## src/rtl/mips_isa_pkg.sv

```systemverilog
// Shared ISA opcode constants and fetch-FSM state encoding.
package mips_isa_pkg;

  localparam logic [5:0] OP_RTYPE = 6'b000000;
  localparam logic [5:0] OP_ADDI  = 6'b001000;
  localparam logic [5:0] OP_LW    = 6'b100011;
  localparam logic [5:0] OP_SW    = 6'b101011;
  localparam logic [5:0] OP_BEQ   = 6'b110000;
  localparam logic [5:0] OP_JUMP  = 6'b110010;
  localparam logic [5:0] OP_HALT  = 6'b111111;

  typedef enum logic [1:0] {
    ST_IDLE = 2'd0,
    ST_RUN  = 2'd1,
    ST_HALT = 2'd2
  } fetch_state_t;

endpackage

```

## src/rtl/npc_calc.sv

```systemverilog
// Combinational next-PC selection: sequential, taken beq, or absolute jump.
module npc_calc
  import mips_isa_pkg::*;
(
  input  logic [31:0] pc_plus4,
  input  logic [31:0] instruction,
  input  logic        branch_cond,
  output logic [31:0] next_pc
);

  logic [5:0]  w_op;
  logic [31:0] w_br_off;

  assign w_op     = instruction[31:26];
  assign w_br_off = {{14{instruction[15]}}, instruction[15:0], 2'b00};

  // branch_cond only matters for beq; every other opcode falls through
  always_comb begin
    next_pc = pc_plus4;
    case (w_op)
      OP_BEQ:  if (branch_cond) next_pc = pc_plus4 + w_br_off;
      OP_JUMP: next_pc = {pc_plus4[31:28], instruction[25:0], 2'b00};
      default: next_pc = pc_plus4;
    endcase
  end

endmodule

```

## src/rtl/pc_fetch_unit.sv

```systemverilog
// Fetch sequencer: IDLE/RUN/HALT FSM driving a word-aligned PC and a retire counter.
module pc_fetch_unit
  import mips_isa_pkg::*;
#(
  parameter logic [31:0] RESET_PC = 32'h0000_0000,
  parameter int          COUNT_W  = 16
) (
  input  logic               clk,
  input  logic               rst,
  input  logic               start,
  input  logic               stall,
  input  logic [31:0]        instruction,
  input  logic               branch_cond,
  output logic [31:0]        pc,
  output logic [31:0]        pc_plus4,
  output logic               running,
  output logic               halted,
  output logic [COUNT_W-1:0] retired_count
);

  localparam logic [31:0] RESET_PC_AL = {RESET_PC[31:2], 2'b00};

  fetch_state_t       r_state, w_state_nxt;
  logic [31:0]        r_pc;
  logic [COUNT_W-1:0] r_count;
  logic [31:0]        w_pc_plus4, w_next_pc;
  logic               w_retire, w_is_halt;

  assign w_pc_plus4 = r_pc + 32'd4;
  assign w_retire   = (r_state == ST_RUN) && !stall;
  assign w_is_halt  = (instruction[31:26] == OP_HALT);

  npc_calc u_npc (
    .pc_plus4    (w_pc_plus4),
    .instruction (instruction),
    .branch_cond (branch_cond),
    .next_pc     (w_next_pc)
  );

  always_ff @(posedge clk or posedge rst) begin
    if (rst) r_state <= ST_IDLE;
    else     r_state <= w_state_nxt;
  end

  always_comb begin
    w_state_nxt = r_state;
    case (r_state)
      ST_IDLE: if (start) w_state_nxt = ST_RUN;
      ST_RUN:  if (w_retire && w_is_halt) w_state_nxt = ST_HALT;
      ST_HALT: w_state_nxt = ST_HALT;
      default: w_state_nxt = ST_IDLE;
    endcase
  end

  // halt retires but leaves the PC pointing at itself
  always_ff @(posedge clk or posedge rst) begin
    if (rst) begin
      r_pc    <= RESET_PC_AL;
      r_count <= '0;
    end else if (w_retire) begin
      r_count <= r_count + 1'b1;
      if (!w_is_halt) r_pc <= w_next_pc;
    end
  end

  assign pc            = r_pc;
  assign pc_plus4      = w_pc_plus4;
  assign running       = (r_state == ST_RUN);
  assign halted        = (r_state == ST_HALT);
  assign retired_count = r_count;

endmodule

```

## config.mk

```make
export PLATFORM = sky130hd
export DESIGN_NAME = pc_fetch_unit
export DESIGN_NICKNAME = d
export VERILOG_FILES = /design/src/rtl/mips_isa_pkg.sv /design/src/rtl/npc_calc.sv /design/src/rtl/pc_fetch_unit.sv
export SDC_FILE = /design/constraint.sdc
export NUM_CORES = 1
export LEC_CHECK = 0
export CAP_MARGIN = 0
export CELL_PAD_IN_SITES_DETAIL_PLACEMENT = 0
export CELL_PAD_IN_SITES_GLOBAL_PLACEMENT = 1
export CORE_ASPECT_RATIO = 1.25
export CORE_MARGIN = 1
export CORE_UTILIZATION = 33
export CTS_BUF_LIST = sky130_fd_sc_hd__clkbuf_8 sky130_fd_sc_hd__clkbuf_16
export DETAILED_ROUTE_END_ITERATION = 7
export GPL_TIMING_DRIVEN = 0
export PLACE_DENSITY_LB_ADDON = 0.12
export SLEW_MARGIN = 25
export SYNTH_ARGS = -nofsm -noshare
export SYNTH_HDL_FRONTEND = slang
export SYNTH_SLANG_ARGS = --single-unit
export TNS_END_PERCENT = 30
```

## constraint.sdc

```tcl
create_clock -name clk -period 4.1 [get_ports clk]
set_clock_uncertainty 0.1 [all_clocks]
set_input_delay 0.82 -clock clk [delete_from_list [all_inputs] [get_ports clk]]
set_output_delay 0.82 -clock clk [all_outputs]
set_load 0.02 [all_outputs]
```

---- Word-level counts from Yosys, hierarchy flattened ----
Index checks and enable logic that the tools add are counted.
storage, ports and cells
  flip-flop bits (word level) ............. 50
  bits in latches ......................... 0
  memory bits (writable) .................. 0
  memory bits (read-only) ................. 0
  output and inout port bits .............. 82
  word-level logic and storage cells ...... 25
  memories ................................ 0
cells by class
  add/sub/neg operators ................... 3
  $mul .................................... 0
  div/mod/pow operators ................... 0
  magnitude comparators ................... 0
  eq/ne operators ......................... 7
  shift-type cells ........................ 0
  multiplexer cells ....................... 5
  bitwise logic cells ..................... 1
  reductions and logical operators ........ 6
operators with widths
  operator                                               count
  one-hot mux 32 bit (2 select lines)                    1
  adder 32 x 3 -> 32 bit, second input constant          1
  adder 32 bit                                           1
  2-to-1 mux 32 bit                                      1
  == test 6 bit, second input constant                   3
  adder 16 x 1 -> 16 bit, second input constant          1
  one-hot mux 2 bit (3 select lines)                     1
  2-to-1 mux 2 bit                                       2
  AND reduction 2 bit                                    2
  == test 2 x 1 -> 1 bit, second input constant          1
  == test 2 bit, second input constant                   1
  logical AND 1 bit                                      2
  zero test 2 bit                                        1
  inequality test 2 x 1 -> 1 bit, second input constant  1
  inequality test 2 bit, second input constant           1
  zero test 1 bit                                        1
  inverter 1 bit                                         1

---- Longest topological paths before layout ----
Gate-level depths: netlist of the first run.
  depth in word-level cells ............... 5
  mapped depth ............................ 19

---- By module ----
From an unflattened synthesis of the first run, not the netlist that was laid out.
unflattened totals
  cell total of the unflattened synthesis .. 575
  area, all modules ....................... 4976.0 um^2
by module, submodules not included
  module         instances  cells an instance  area each (um^2)
  pc_fetch_unit  1          230                2663.8
  npc_calc       1          345                2312.2

---- Worst setup path after synthesis of the first run ----
OpenSTA, ideal clock, no wires.
  kind .................................... reg2reg
  start point ............................. register r_pc[2], in the netlist pc[2]
  end point ............................... register r_pc[31], in the netlist pc[31]
  library setup time ...................... 80 ps
  arrival time ............................ 4298 ps
  setup slack ............................. -378 ps
  cell stages (with the launch flop) ...... 19
  buffers on the path ..................... 1
  cell sequence ........................... dfrtp_1 -> ha_1 -> nand3_1 -> nor3_1 -> nand4_1 -> nor2_1 -> nand3_1 -> xnor2_1 -> ha_1 -> clkbuf_1 -> a21oi_1 -> o21ai_0 -> a21oi_1 -> a2111oi_1 -> o31a_1 -> or3_1 -> a31o_1 -> a21oi_2 -> xor2_1
between the ends
  word-level cells in the longest chain between the ends .. 4
ends and longest elaborated chain
  what                                 RTL line             RTL
  from (decl)                          pc_fetch_unit.sv:24  logic [31:0] r_pc;
  from (signal assigned)               pc_fetch_unit.sv:62  if (!w_is_halt) r_pc <= w_next_pc;
  adder 32 x 3 -> 32 bit               pc_fetch_unit.sv:29  assign w_pc_plus4 = r_pc + 32'd4;
  via pc_plus4[18]                     pc_fetch_unit.sv:15  output logic [31:0] pc_plus4,
  adder 32 bit                         npc_calc.sv:21       OP_BEQ: if (branch_cond) next_pc = pc_plus4 + w_br_off;
  2-to-1 mux 32 bit                    npc_calc.sv:21
  one-hot mux 32 bit (2 select lines)  npc_calc.sv:20       case (w_op)
The timed path passes the listed nets, and every way through them passes these cells.
A chain may end at the register's enable or synchronous reset.

---- Final worst setup path of the first run ----
  start point ............................. register r_pc[3], in the netlist pc[3]
  end point ............................... register r_pc[31], in the netlist pc[31]
between the ends
  word-level cells in the longest chain between the ends .. 4
ends and longest elaborated chain
  what                                     RTL line
  adder 32 x 3 -> 32 bit (*)               pc_fetch_unit.sv:29
  adder 32 bit                             npc_calc.sv:21
  2-to-1 mux 32 bit                        npc_calc.sv:21
  one-hot mux 32 bit (2 select lines) (*)  npc_calc.sv:20
Every way passes the cells marked *; elsewhere a longest branch is shown, timed or not.

==> impl_summary.log, run 1 <==
INFO  metric status = completed
INFO  metric fill_cell_total_of_the_finished_layout = 1,314
INFO  metric cpPeakStageDelay = ~0.42 ns
INFO  metric synthSimpleGateAreaFrac = 20.5%
INFO  metric grt_util_met3 = 2.52%
INFO  metric netlist_area = 0.00449 mm2
INFO  metric clkLatencyLatePin = 0.30 ns
INFO  metric yosys_warnings = 0
INFO  metric ioPinCount = 119
INFO  metric cts_sinks = 48
INFO  metric use_met2 = about two fifths
INFO  metric synth_area_leaders = sky130_fd_sc_hd__dfrtp_1 27%, sky130_fd_sc_hd__ha_1 11%, sky130_fd_sc_hd__xnor2_1 7.2%, sky130_fd_sc_hd__xor2_1 6.4%, sky130_fd_sc_hd__nand2_1 5.6%
INFO  metric fp.coreArea = 0.0132 mm2
INFO  metric synth-async-reset-ratio = 100%
INFO  metric dr.first_iter.drc_count = 210
INFO  metric post_synth_mux_area_share = 0.502%
INFO  metric remaining_drc_errors = 0
INFO  metric ctsHtreeMaxLevel = 2
INFO  metric crit_path_start_kind = flop
INFO  metric hp-class = flop to flop
INFO  metric antenna-diode-count = 0
INFO  metric fraction_of_synthesized_cell_area_in_xor_and_xnor_cells = 13.7%
INFO  metric cts_made_buffers = 5
INFO  metric critPathKind = flop to flop
INFO  metric synth_edf_count = 0
INFO  metric top_usage_layer = met2
INFO  metric drv_cap = 0
INFO  metric path_cells = ha_4 -> nand3_4 -> nor3_4 -> and4_1 -> nand3_1 -> xnor2_2 -> ha_2 -> a21oi_1 -> o21ai_1 -> a21oi_2 -> a2111oi_4 -> o31a_1 -> or3_4 -> a31o_1 -> a21oi_2 -> xor2_1
INFO  metric yosys.cell_count.top_type = sky130_fd_sc_hd__nand2_1
INFO  metric synth-main-ff-cell = sky130_fd_sc_hd__dfrtp_1
INFO  metric setup_violations = 0
INFO  metric syn_to_final_growth = 49.9%
INFO  metric fraction_of_final_layout_cells_with_drive_strength_greater_than_1 = 16.6%
INFO  metric grt_start_max_net_pins = 48
INFO  metric timing_max_transition_violations_final = 0
INFO  metric post_synth_inst_count = 554
INFO  metric sequential_cell_area_fraction_in_the_yosys_report = about 27%
INFO  metric seq_area = 0.00121 mm2
INFO  metric power.ir.vdd_worst = 313 uV
INFO  metric grt_overflow_total = 0
INFO  metric die_x = ~110 um
INFO  metric synthDominantAreaCellType = sky130_fd_sc_hd__dfrtp_1
INFO  metric gr-usage-met1 = roughly 29%
INFO  metric vias_per_cell = ~5.4
INFO  metric grt_setup_unrepaired = true
INFO  metric layout.core_utilization = 50.8%
INFO  metric cts_tree = yes
INFO  metric finalNonFillerCells = 875
INFO  metric wirelength = around 16 mm
INFO  metric cts_max_path_buffers = 2
INFO  metric num-nets-final = 780
INFO  metric slew-limit-headroom = 44.4%
INFO  metric gpl.final_weighted_congestion = approximately 0.87
INFO  metric io_buffer_count = 114
INFO  metric initial_utilization = about a third
INFO  metric crit_arrival = 4.06 ns
INFO  metric dieHeight = roughly 130 um
INFO  metric avgSynthCellArea = 8.10 um2
INFO  metric detailedRoute.firstPassIterationCount = 5
INFO  metric critical_path.most_common_cell = sky130_fd_sc_hd__a21oi_2
INFO  metric combinational_family_with_the_most_area_after_synthesis = compound AO/OA/AOI/OAI gates
INFO  metric timing.critical_path.slowest_stage_cell = sky130_fd_sc_hd__dfrtp_2
INFO  metric finalCriticalPeriod = 3.93 ns
INFO  metric final.period_utilization = 95.9%
INFO  metric cts_hold_repair.buffers = 0
INFO  metric via_count_of_the_first_global_routing_pass = 4,778
INFO  metric clock_pin_transition_on_the_worst_setup_and_hold_timing_paths = 0.08 ns
INFO  metric fin_total_pwr = 4.08 mW
INFO  metric dpl.cell_count = between 800 and 900
INFO  metric antenna_violating_nets_post_route = 0
INFO  metric worst_margin_slew = just over 0.8 ns
INFO  metric dp_hpwl = 11.8 mm
INFO  metric fmax = 254 MHz
INFO  metric cp_max_fo = 7
INFO  metric timing.final.hold_violations = 0
INFO  metric synthTopCellsByCount = 67 x sky130_fd_sc_hd__nand2_1, 48 x sky130_fd_sc_hd__dfrtp_1, 39 x sky130_fd_sc_hd__a21oi_1, 39 x sky130_fd_sc_hd__ha_1, 38 x sky130_fd_sc_hd__nor2_1
INFO  metric grt_usage = 22.8%
INFO  metric vias = 4,752
INFO  metric clock-root-buffer = sky130_fd_sc_hd__clkbuf_16
INFO  metric synthDistinctLibCells = 56
INFO  metric wl_per_cell = 18.3 um
INFO  metric multi_input_area = approximately 0.0036 mm2
INFO  metric critPathCaptureType = flop
INFO  metric p_leak = 2.73 nW
INFO  metric yosys.area_share.adder = 11.3%
INFO  metric antenna_found_initial = 0
INFO  metric power_density = 607 mW/mm2
INFO  metric placementRows = 47
INFO  metric synth.ff_latch_count = 48
INFO  metric cp.required = between 4 and 5 ns
INFO  metric wire_length_of_the_first_global_routing_pass = 25.0 mm
INFO  metric yosysTopAreaCellShare = 26.8%
INFO  metric floorplan.die_area = 0.0141 mm2
INFO  metric synth_compound_area_share = approximately 23%
-- logic make-up after synthesis --
kind of cell / Yosys count
simple gates: 190
compound gates: 155
xor+xnor: 70
flops: 48
buf+inv: 48
fa+ha+maj: 40
mux: 2
other cells: 1
-- cell type report --
class | count | area share [%]
plain buffers | 24 | 1.60
well taps | 171 | 3.18
multi-input cells | 461 | 53.0
clock inverters | 3 | 0.688
flip-flops and latches | 48 | 18.0
inverters | 19 | 1.10
repair buffers | 144 | 20.6
clock buffers | 5 | 1.86
-- cell usage in the layout, fill, tap and decap left out, drive strengths merged, types with 11 or more instances in the layout --
| cell | netlist | routed |
|---|---|---|
| a21oi | 40 | 40 |
| a221oi | 16 | 16 |
| a31oi | 11 | 11 |
| and3 | 13 | 13 |
| buf | 6 | 36 |
| clkbuf | 23 | 24 |
| clkdlybuf4s50 | 0 | 112 |
| dfrtp | 48 | 48 |
| ha | 39 | 39 |
| inv | 19 | 20 |
| nand2 | 67 | 67 |
| nand3 | 18 | 18 |
| nand4 | 13 | 13 |
| nor2 | 38 | 38 |
| o21ai | 37 | 37 |
| xnor2 | 37 | 37 |
| xor2 | 33 | 33 |
-- worst paths after layout --
path / cells after the start / start / to / slack, ns
worst max-delay path: 16 / pc[3]$_DFFE_PP0P_ / pc[31]$_DFFE_PP0P_ / 0.17
worst min-delay path: 1 / retired_count[15]$_DFFE_PP0P_ / retired_count[15]$_DFFE_PP0P_ / 0.37
worst max register to register: 16 / pc[3]$_DFFE_PP0P_ / pc[31]$_DFFE_PP0P_ / 0.17
worst min register to register: 1 / retired_count[15]$_DFFE_PP0P_ / retired_count[15]$_DFFE_PP0P_ / 0.37
max in group asynchronous: 3 / rst / pc[3]$_DFFE_PP0P_ / 2.79
min in group asynchronous: 2 / rst / pc[31]$_DFFE_PP0P_ / 0.63
-- registers in the layout, indices dropped and copies added, names as in the netlist --
signal	flops
retired_count	16
r_state	2
pc	30
-- metal layers --
layer | vias to the layer above | part of all wire [%]
met4 | 0 | 2.1
met1 | 2275 | 44
met2 | 136 | 50
li1 | 2322 | -
met3 | 19 | 4.3
met5 | - | 0
-- worst max-delay path: cells and delay by family (launching register included) --
kind            cells  cell delay [ns]
flops               1             0.42
simple gates        5             1.10
compound gates      7             1.30
fa+ha+maj           2             0.55
xor+xnor            2             0.39
-- per-stage QoR --
step           setup slack (ns)  instance area, um2  TNS, ns  hold slack (ns)
2_1_floorplan           0.00388                4590        0            0.406
4_1_cts                  -0.112                6240   -0.262            0.377
5_1_grt                 -0.0424                6730  -0.0542            0.424
3_3_place_gp             -0.578                5940    -3.78            0.362
3_5_place_dp             -0.611                5970    -3.78            0.363
6_report                  0.167                6730        0            0.373
-- what timing repair did --
| item | 4_1_cts | 5_1_grt |
|---|---|---|
| setup endpoints to repair | 20 | 17 |
| pin swaps | 7 | 28 |
| gates resized for setup | 14 | 62 |
| cloned | 0 | 0 |
| setup buffers | 7 | 22 |
-- power by group --
group | switching, mW | total [mW] | internal, mW
logic | 1.44 | 2.74 | 1.30
registers | 0.227 | 0.836 | 0.610
clock network | 0.220 | 0.511 | 0.291
Note: power is estimated with default switching activity, not from simulation.
==> run 2, diff against run 1 <==
- CORE_MARGIN: 1 -> 2
- CORE_UTILIZATION: 33 -> 34
- SYNTH_HIERARCHICAL: unset -> 1
==> run 2 against run 1 <==
Net effect: maximum frequency decreased by 3.6%; sequential power decreased by 5.5%; via count is 5.3% higher; critical path type unchanged.
==> impl_summary.log, run 2 <==
INFO  metric cts_sinks = 50 (+4.2%)
INFO  metric crit_path_start_kind = flop
INFO  metric grt_overflow_total = 0 (unchanged)
INFO  metric fill_cell_total_of_the_finished_layout = 1,440 (+9.6%)
INFO  metric mostFrequentLayoutCells = 117 x sky130_fd_sc_hd__clkdlybuf4s50_1, 54 x sky130_fd_sc_hd__a21oi_1, 46 x sky130_fd_sc_hd__nand2_1
INFO  metric cpPeakStageDelay = 0.60 ns (+0.18 ns)
INFO  metric dp_hpwl = 13.5 mm (+15%)
INFO  metric synthDominantAreaCellType = sky130_fd_sc_hd__dfrtp_1
INFO  metric dpl.cell_count = 872 (+3.4%)
INFO  metric netlist_area = 0.00498 mm2 (+11%)
INFO  metric ctsHtreeMaxLevel = 2 (unchanged)
INFO  metric dr.first_iter.drc_count = 321 (+53%)
INFO  metric cts_tree = yes
INFO  metric cp.required = 4.19 ns (-0.04 ns)
INFO  metric placement.setup.worst_slack = -0.410 ns (+0.200 ns)
INFO  metric hp-class = flop to flop
INFO  metric setup_violations = 0 (unchanged)
INFO  metric synthDistinctLibCells = 68 (+21%)
INFO  metric layout.core_utilization = 47.4% (-3.4 points)
INFO  metric critical_path.most_common_cell = sky130_fd_sc_hd__o21ai_1
INFO  metric status = completed
INFO  metric synth.ff_latch_count = 50 (+4.2%)
INFO  metric path_cells = ha_4 -> nand4_1 -> nor4_4 -> buf_4 -> nand2_1 -> xnor2_2 -> ha_1 -> clkbuf_8 -> nand3_1 -> a21oi_1 -> o21ai_1 -> or4_1 -> o221ai_2 -> a41oi_1 -> xor2_1 -> o21ai_1 -> mux2_2
INFO  metric worstReg2RegStart = pc[3]$_DFFE_PP0P_
INFO  metric antenna_found_initial = 0 (unchanged)
INFO  metric floorplan.die_area = 0.0156 mm2 (+11%)
INFO  metric fraction_of_final_layout_cells_with_drive_strength_greater_than_1 = 17.2% (+0.61 points)
INFO  metric fmax = 245 MHz (-3.6%)
INFO  metric cts_max_path_buffers = 2 (unchanged)
INFO  metric fin_total_pwr = 3.45 mW (-15%)
INFO  metric final.setup.tns = 0 ns (unchanged)
INFO  metric grt_start_max_net_pins = 46 (-4.2%)
INFO  metric timing.critical_path.slowest_stage_cell = sky130_fd_sc_hd__or4_1
INFO  metric synth_area_leaders = sky130_fd_sc_hd__dfrtp_1 25%, sky130_fd_sc_hd__ha_1 8.5%, sky130_fd_sc_hd__xnor2_1 8.4%, sky130_fd_sc_hd__mux2_2 7.7%, sky130_fd_sc_hd__a21oi_1 5.5%
INFO  metric critPathKind = flop to flop
INFO  metric wire_length_of_the_first_global_routing_pass = 27.3 mm (+8.9%)
INFO  metric vias = 5,002 (+5.3%)
INFO  metric worst-r2r-setup-slack = 0.02 ns (-0.15 ns)
INFO  metric critPathCaptureType = flop
INFO  metric grt_usage = 21.8% (-1.0 points)
INFO  metric worst_hold_path.num_cells = 1 (unchanged)
INFO  metric mostFrequentLayoutCell = sky130_fd_sc_hd__clkdlybuf4s50_1
INFO  metric antenna_violating_nets_post_route = 0 (unchanged)
INFO  metric worstPathBufferInverterCount = 2 (+2)
INFO  metric yosys_warnings = 6 (+6)
INFO  metric gpl.final_weighted_congestion = 0.889 (+2.8%)
INFO  metric slew-limit-headroom = 33.7% (-11 points)
INFO  metric r2r_cells = 17 (+1)
INFO  metric wirelength = 17.4 mm (+8.8%)
INFO  metric detailedRoute.firstPassIterationCount = 5 (unchanged)
INFO  metric synth_edf_count = 0 (unchanged)
INFO  metric timing_max_transition_violations_final = 0 (unchanged)
INFO  metric io_buffer_count = 118 (+3.5%)
INFO  metric cts_made_buffers = 5 (unchanged)
INFO  metric flip_flop_count_of_the_largest_register_all_copies_and_words_added = 32 (+6.7%)
INFO  metric p_leak = 2.97 nW (+8.8%)
INFO  metric final.setup.worst_slack = 0.0200 ns (-0.147 ns)
INFO  metric dieHeight = 139 um (+5.2%)
INFO  metric die_x = 112 um (+5.6%)
INFO  metric post_synth_inst_count = 575 (+3.8%)
INFO  metric cpLargestDelayFamily = simple AND/OR/NAND/NOR gates
INFO  metric timing.final.hold_violations = 0 (unchanged)
INFO  metric timing.rr.end = pc[28]$_DFFE_PP0P_
INFO  metric wl_per_cell = 19.5 um (+6.7%)
INFO  metric placementRows = 49 (+4.3%)
INFO  metric worst_margin_slew = 0.991 ns (+0.166 ns)
INFO  metric grt_setup_unrepaired = true
INFO  metric drv_cap = 0 (unchanged)
INFO  metric finalCriticalPeriod = 4.08 ns (+0.147 ns)
INFO  metric clock_pin_transition_on_the_worst_setup_and_hold_timing_paths = 0.08 ns (about the same)
INFO  metric fp.coreArea = 0.0143 mm2 (+8.4%)
INFO  metric initial_utilization = 34.7% (+0.77 points)
INFO  metric synth-async-reset-ratio = 100% (unchanged)
INFO  metric avgSynthCellArea = 8.65 um2 (+6.9%)
INFO  metric clkLatencyLatePin = 0.30 ns (about the same)
INFO  metric cp_max_fo = 9 (+2)
INFO  metric via_count_of_the_first_global_routing_pass = 5,044 (+5.6%)
INFO  metric ioPinCount = 119 (unchanged)
INFO  metric yosys.cell_count.top_type = sky130_fd_sc_hd__a21oi_1
INFO  metric power.ir.vdd_worst = 273 uV (-13%)
INFO  metric timing.hold.worst.start = retired_count[15]$_DFFE_PP0P_
INFO  metric num-nets-final = 785 (+0.64%)
INFO  metric remaining_drc_errors = 0 (unchanged)
INFO  metric vias_per_cell = 5.61 (+3.3%)
INFO  metric sequential_cell_area_fraction_in_the_yosys_report = 25.1% (-1.6 points)
INFO  metric synthTopCellsByCount = 55 x sky130_fd_sc_hd__a21oi_1, 50 x sky130_fd_sc_hd__dfrtp_1, 48 x sky130_fd_sc_hd__xnor2_1
INFO  metric syn_to_final_growth = 36.7%
INFO  metric synth-main-ff-cell = sky130_fd_sc_hd__dfrtp_1
INFO  metric clock-root-buffer = sky130_fd_sc_hd__clkbuf_16
INFO  metric power_density = 508 mW/mm2 (-16%)
INFO  metric final.period_utilization = 99.5% (+3.6 points)
INFO  metric hold_end = retired_count[15]$_DFFE_PP0P_
INFO  metric syn-num-nets = 647
INFO  metric crit_arrival = 4.17 ns (+0.11 ns)
INFO  metric antenna-diode-count = 0 (unchanged)
INFO  metric finalNonFillerCells = 892 (+1.9%)
INFO  metric yosysTopAreaCellShare = 25.1% (-1.6 points)
==> run 2: metal layers <==
metal  vias up  global-route usage (%)  part of all wire, %
met3        23                    4.01                  5.4
li1       2414                       -                    -
met5         -                       0                    0
met2       159                    37.5                   49
met4         0                    6.10                  2.2
met1      2406                    28.0                   43
==> run 2: per-stage QoR <==
step | hold WS, ns | area (um2)
floorplan | 0.406 | 4980
global placement | 0.363 | 6380
detailed placement | 0.364 | 6420
CTS | 0.379 | 6650
global route | 0.411 | 6800
finish | 0.374 | 6800
==> run 2: worst max path at each step <==
stage	endpoint	slack [ns]	cells past startpoint	start
after CTS	pc[28]$_DFFE_PP0P_	0.004	15	pc[4]$_DFFE_PP0P_
after detailed placement	pc[28]$_DFFE_PP0P_	-0.41	15	pc[3]$_DFFE_PP0P_
after global routing	pc[28]$_DFFE_PP0P_	-0.08	16	pc[10]$_DFFE_PP0P_
after global placement	pc[28]$_DFFE_PP0P_	-0.35	16	pc[3]$_DFFE_PP0P_
after floorplan	pc[28]$_DFFE_PP0P_	0.04	16	pc[2]$_DFFE_PP0P_
final	pc[28]$_DFFE_PP0P_	0.02	17	pc[3]$_DFFE_PP0P_
==> run 2: where the power goes <==
group / internal [mW] / switching (mW)
Combinational: 1.03 / 1.18
Clock: 0.235 / 0.223
Sequential: 0.607 / 0.183
Total: 1.87 / 1.59
==> run 2: timing repair <==
action	4_1_cts	5_1_grt
setup endpoints to repair	12	15
gates resized for setup	18	16
hold endpoints to repair	0	0
buffers inserted	1	11
hold buffers	0	0
pin swaps	2	7
==> run 2: logic make-up (layout without fill, tap and decap cells) <==
logic type,count (synthesis),in the layout,share of synthesized area (%)
AO/OA/AOI/OAI,166,166,21.9
XOR/XNOR,69,69,12.1
adder cells (fa/ha/maj),35,35,8.95
buffers and inverters,44,183,4.25
flip-flops,50,50,25.1
multiplexers,34,34,7.69
AND/OR/NAND/NOR,177,177,19.9
==> run 2: cell type report <==
type / instances / area [um2] / share of cell area [%]
inverter: 17 / 66.3 / 0.975
timing repair buffer: 131 / 1300 / 19.1
clock inverter: 3 / 28.8 / 0.423
multi-input combinational: 481 / 3650 / 53.6
clock buffer: 5 / 125 / 1.84
sequential: 50 / 1260 / 18.6
tap: 178 / 223 / 3.27
buffer: 27 / 149 / 2.19
==> run 3, diff against run 2 <==
- CAP_MARGIN: 0 -> unset
- GPL_ROUTABILITY_DRIVEN: unset -> 0
- REMOVE_ABC_BUFFERS: unset -> 1
==> run 3 against run 2 <==
Net effect: critical path depth shrank 4; critical endpoint is now pc[30]$_DFFE_PP0P_; sequential power shrank 0.9%; count of clock-buffer cells in the layout is the same.
==> impl_summary.log, run 3 (synthesis results as in run 2) <==
INFO  metric finalCriticalPeriod = 3.97 ns (-0.110 ns)
INFO  metric placementRows = 49 (unchanged)
INFO  metric grt_start_max_net_pins = 46 (unchanged)
INFO  metric grt_overflow_total = 0 (unchanged)
INFO  metric power.ir.vdd_worst = 299 uV (+9.5%)
INFO  metric wl_per_cell = 19.0 um (-2.6%)
INFO  metric finalInstanceArea = 0.00674 mm2 (-0.94%)
INFO  metric num-nets-final = 756 (-3.7%)
INFO  metric setup_violations = 0 (unchanged)
INFO  metric worstReg2RegStart = pc[3]$_DFFE_PP0P_
INFO  metric timing.final.hold_violations = 0 (unchanged)
INFO  metric p_leak = 2.91 nW (-2.1%)
INFO  metric hp-class = flop to flop
INFO  metric fin_total_pwr = 3.40 mW (-1.6%)
INFO  metric io_buffer_count = 118 (unchanged)
INFO  metric dr.first_iter.drc_count = 206 (-36%)
INFO  metric crit_path_start_kind = input port
INFO  metric initial_utilization = 34.7% (unchanged)
INFO  metric clock_pin_transition_on_the_worst_setup_and_hold_timing_paths = 0.07 ns (about the same)
INFO  metric mostFrequentLayoutCell = sky130_fd_sc_hd__clkdlybuf4s50_1
INFO  metric fp.coreArea = 0.0143 mm2 (unchanged)
INFO  metric flip_flop_count_of_the_largest_register_all_copies_and_words_added = 32 (unchanged)
INFO  metric final.period_utilization = 96.8% (-2.7 points)
INFO  metric timing.critical_path.from = instruction[0]
INFO  metric critPathKind = input port to flop
INFO  metric dp_hpwl = 12.6 mm (-7.2%)
INFO  metric multi_input_area = 0.00373 mm2 (+2.2%)
INFO  metric timing.rr.end = pc[28]$_DFFE_PP0P_
INFO  metric remaining_drc_errors = 0 (unchanged)
INFO  metric dieHeight = 139 um (unchanged)
INFO  metric vias = 4,869 (-2.7%)
INFO  metric via_count_of_the_first_global_routing_pass = 4,882 (-3.2%)
INFO  metric worst_margin_slew = 1.02 ns (+0.0336 ns)
INFO  metric clkLatencyLatePin = 0.30 ns (about the same)
INFO  metric die_x = 112 um (unchanged)
INFO  metric cp_max_fo = 2 (-7)
INFO  metric crit_arrival = 4.06 ns (-0.11 ns)
INFO  metric antenna_found_initial = 0 (unchanged)
INFO  metric slew-limit-headroom = 31.6% (-2.2 points)
INFO  metric mostFrequentLayoutCells = 117 x sky130_fd_sc_hd__clkdlybuf4s50_1, 55 x sky130_fd_sc_hd__a21oi_1, 46 x sky130_fd_sc_hd__nand2_1
INFO  metric final.setup.tns = 0 ns (unchanged)
INFO  metric worstSetupEndpoint = pc[30]$_DFFE_PP0P_
INFO  metric fraction_of_final_layout_cells_with_drive_strength_greater_than_1 = 16.6% (-0.58 points)
INFO  metric r2r_cells = 15 (-2)
INFO  metric wirelength = 16.4 mm (-5.8%)
INFO  metric worst-r2r-setup-slack = 0.16 ns (+0.14 ns)
INFO  metric placed_cell_area = 0.00632 mm2 (-1.5%)
INFO  metric cts_sinks = 50 (unchanged)
INFO  metric cts_max_path_buffers = 2 (unchanged)
INFO  metric fill_cell_total_of_the_finished_layout = 1,463 (+1.6%)
INFO  metric dpl.cell_count = 848 (-2.8%)
INFO  metric cts_tree = yes
INFO  metric ctsHtreeMaxLevel = 2 (unchanged)
INFO  metric syn_to_final_growth = 35.4%
INFO  metric timing_max_transition_violations_final = 0 (unchanged)
INFO  metric grt_usage = 20.9% (-0.93 points)
INFO  metric antenna_violating_nets_post_route = 0 (unchanged)
INFO  metric finalNonFillerCells = 863 (-3.3%)
INFO  metric critPathCaptureType = flop
INFO  metric floorplan.die_area = 0.0156 mm2 (unchanged)
INFO  metric detailedRoute.firstPassIterationCount = 4 (-1)
INFO  metric vias_per_cell = 5.64 (+0.61%)
INFO  metric layout.core_utilization = 47.0% (-0.44 points)
INFO  metric grt_setup_unrepaired = true
INFO  metric status = completed
INFO  metric antenna-diode-count = 0 (unchanged)
INFO  metric seq_area = 0.00126 mm2 (about the same)
INFO  metric ioPinCount = 119 (unchanged)
INFO  metric cp.required = 4.19 ns (about the same)
INFO  metric fmax = 252 MHz (+2.8%)
INFO  metric clock-root-buffer = sky130_fd_sc_hd__clkbuf_16
INFO  metric wire_length_of_the_first_global_routing_pass = 26.4 mm (-3.1%)
INFO  metric drv_cap = 0 (unchanged)
INFO  metric cts_hold_repair.buffers = 0 (unchanged)
INFO  metric power_density = 504 mW/mm2 (-0.68%)
INFO  metric cts_made_buffers = 5 (unchanged)
-- run 3: changes by cell type in the layout (fill, tap and decap cells not counted), sizes merged --
cell | previous run | this run
clkbuf | 22 | 5
buf | 23 | 11
-- run 3: per-stage QoR --
stage                     setup WS [ns]  hold WS (ns)
after CTS                       -0.0333         0.398
after floorplan                  0.0821         0.406
after global routing            -0.0612         0.418
after global placement            -1.68         0.377
after detailed placement         -0.458         0.375
final                             0.130         0.391
-- run 3: layout make-up --
class	count	area share, %
inverter	17	0.984
tap	178	3.31
clock inverter	3	0.427
sequential	50	18.8
clock buffer	5	1.86
multi-input combinational	481	55.3
timing repair buffer	129	19.3
-- run 3: how the worst min path moves through the flow --
stage | startpoint | endpoint | slack, ns | depth (start not counted)
5_1_grt | retired_count[13]$_DFFE_PP0P_ | retired_count[13]$_DFFE_PP0P_ | 0.42 | 1
6_report | retired_count[13]$_DFFE_PP0P_ | retired_count[13]$_DFFE_PP0P_ | 0.39 | 1
4_1_cts | retired_count[13]$_DFFE_PP0P_ | retired_count[13]$_DFFE_PP0P_ | 0.40 | 1
2_1_floorplan | r_state[1]$_DFFE_PP0P_ | r_state[1]$_DFFE_PP0P_ | 0.41 | 1
3_3_place_gp | retired_count[15]$_DFFE_PP0P_ | retired_count[15]$_DFFE_PP0P_ | 0.38 | 1
3_5_place_dp | retired_count[15]$_DFFE_PP0P_ | retired_count[15]$_DFFE_PP0P_ | 0.37 | 1
-- run 3: worst max-delay path: stages --
cell                              delay (ns)
sky130_fd_sc_hd__clkdlybuf4s50_1        0.50
sky130_fd_sc_hd__ha_1                   0.17
sky130_fd_sc_hd__inv_1                  0.05
sky130_fd_sc_hd__fa_1                   0.39
sky130_fd_sc_hd__and2b_1                0.22
sky130_fd_sc_hd__o2111ai_1              0.18
sky130_fd_sc_hd__a2111oi_2              0.58
sky130_fd_sc_hd__o31ai_1                0.13
sky130_fd_sc_hd__nor3b_2                0.20
sky130_fd_sc_hd__o31ai_2                0.31
sky130_fd_sc_hd__xnor2_1                0.15
sky130_fd_sc_hd__o21ai_1                0.07
sky130_fd_sc_hd__mux2_2                 0.27
-- run 3: what timing repair did --
item,in CTS,in global routing
resized for setup,17,24
pin swaps,3,6
endpoints found under the setup margin,13,12
buffers inserted,4,3
-- run 3: where the power goes --
part | switching, mW | internal (mW) | leakage (nW)
combinational | 1.16 | 1.01 | 2.18
clock | 0.215 | 0.235 | 0.0763
sequential | 0.175 | 0.607 | 0.656
-- run 3: per-layer routing --
layer	GRT usage, %	part of all wire, %	vias to the layer above
met5	0	0	-
met4	4.62	1.6	0
met3	4.01	5.8	17
met2	36.0	50	140
met1	27.1	43	2345
li1	-	-	2367
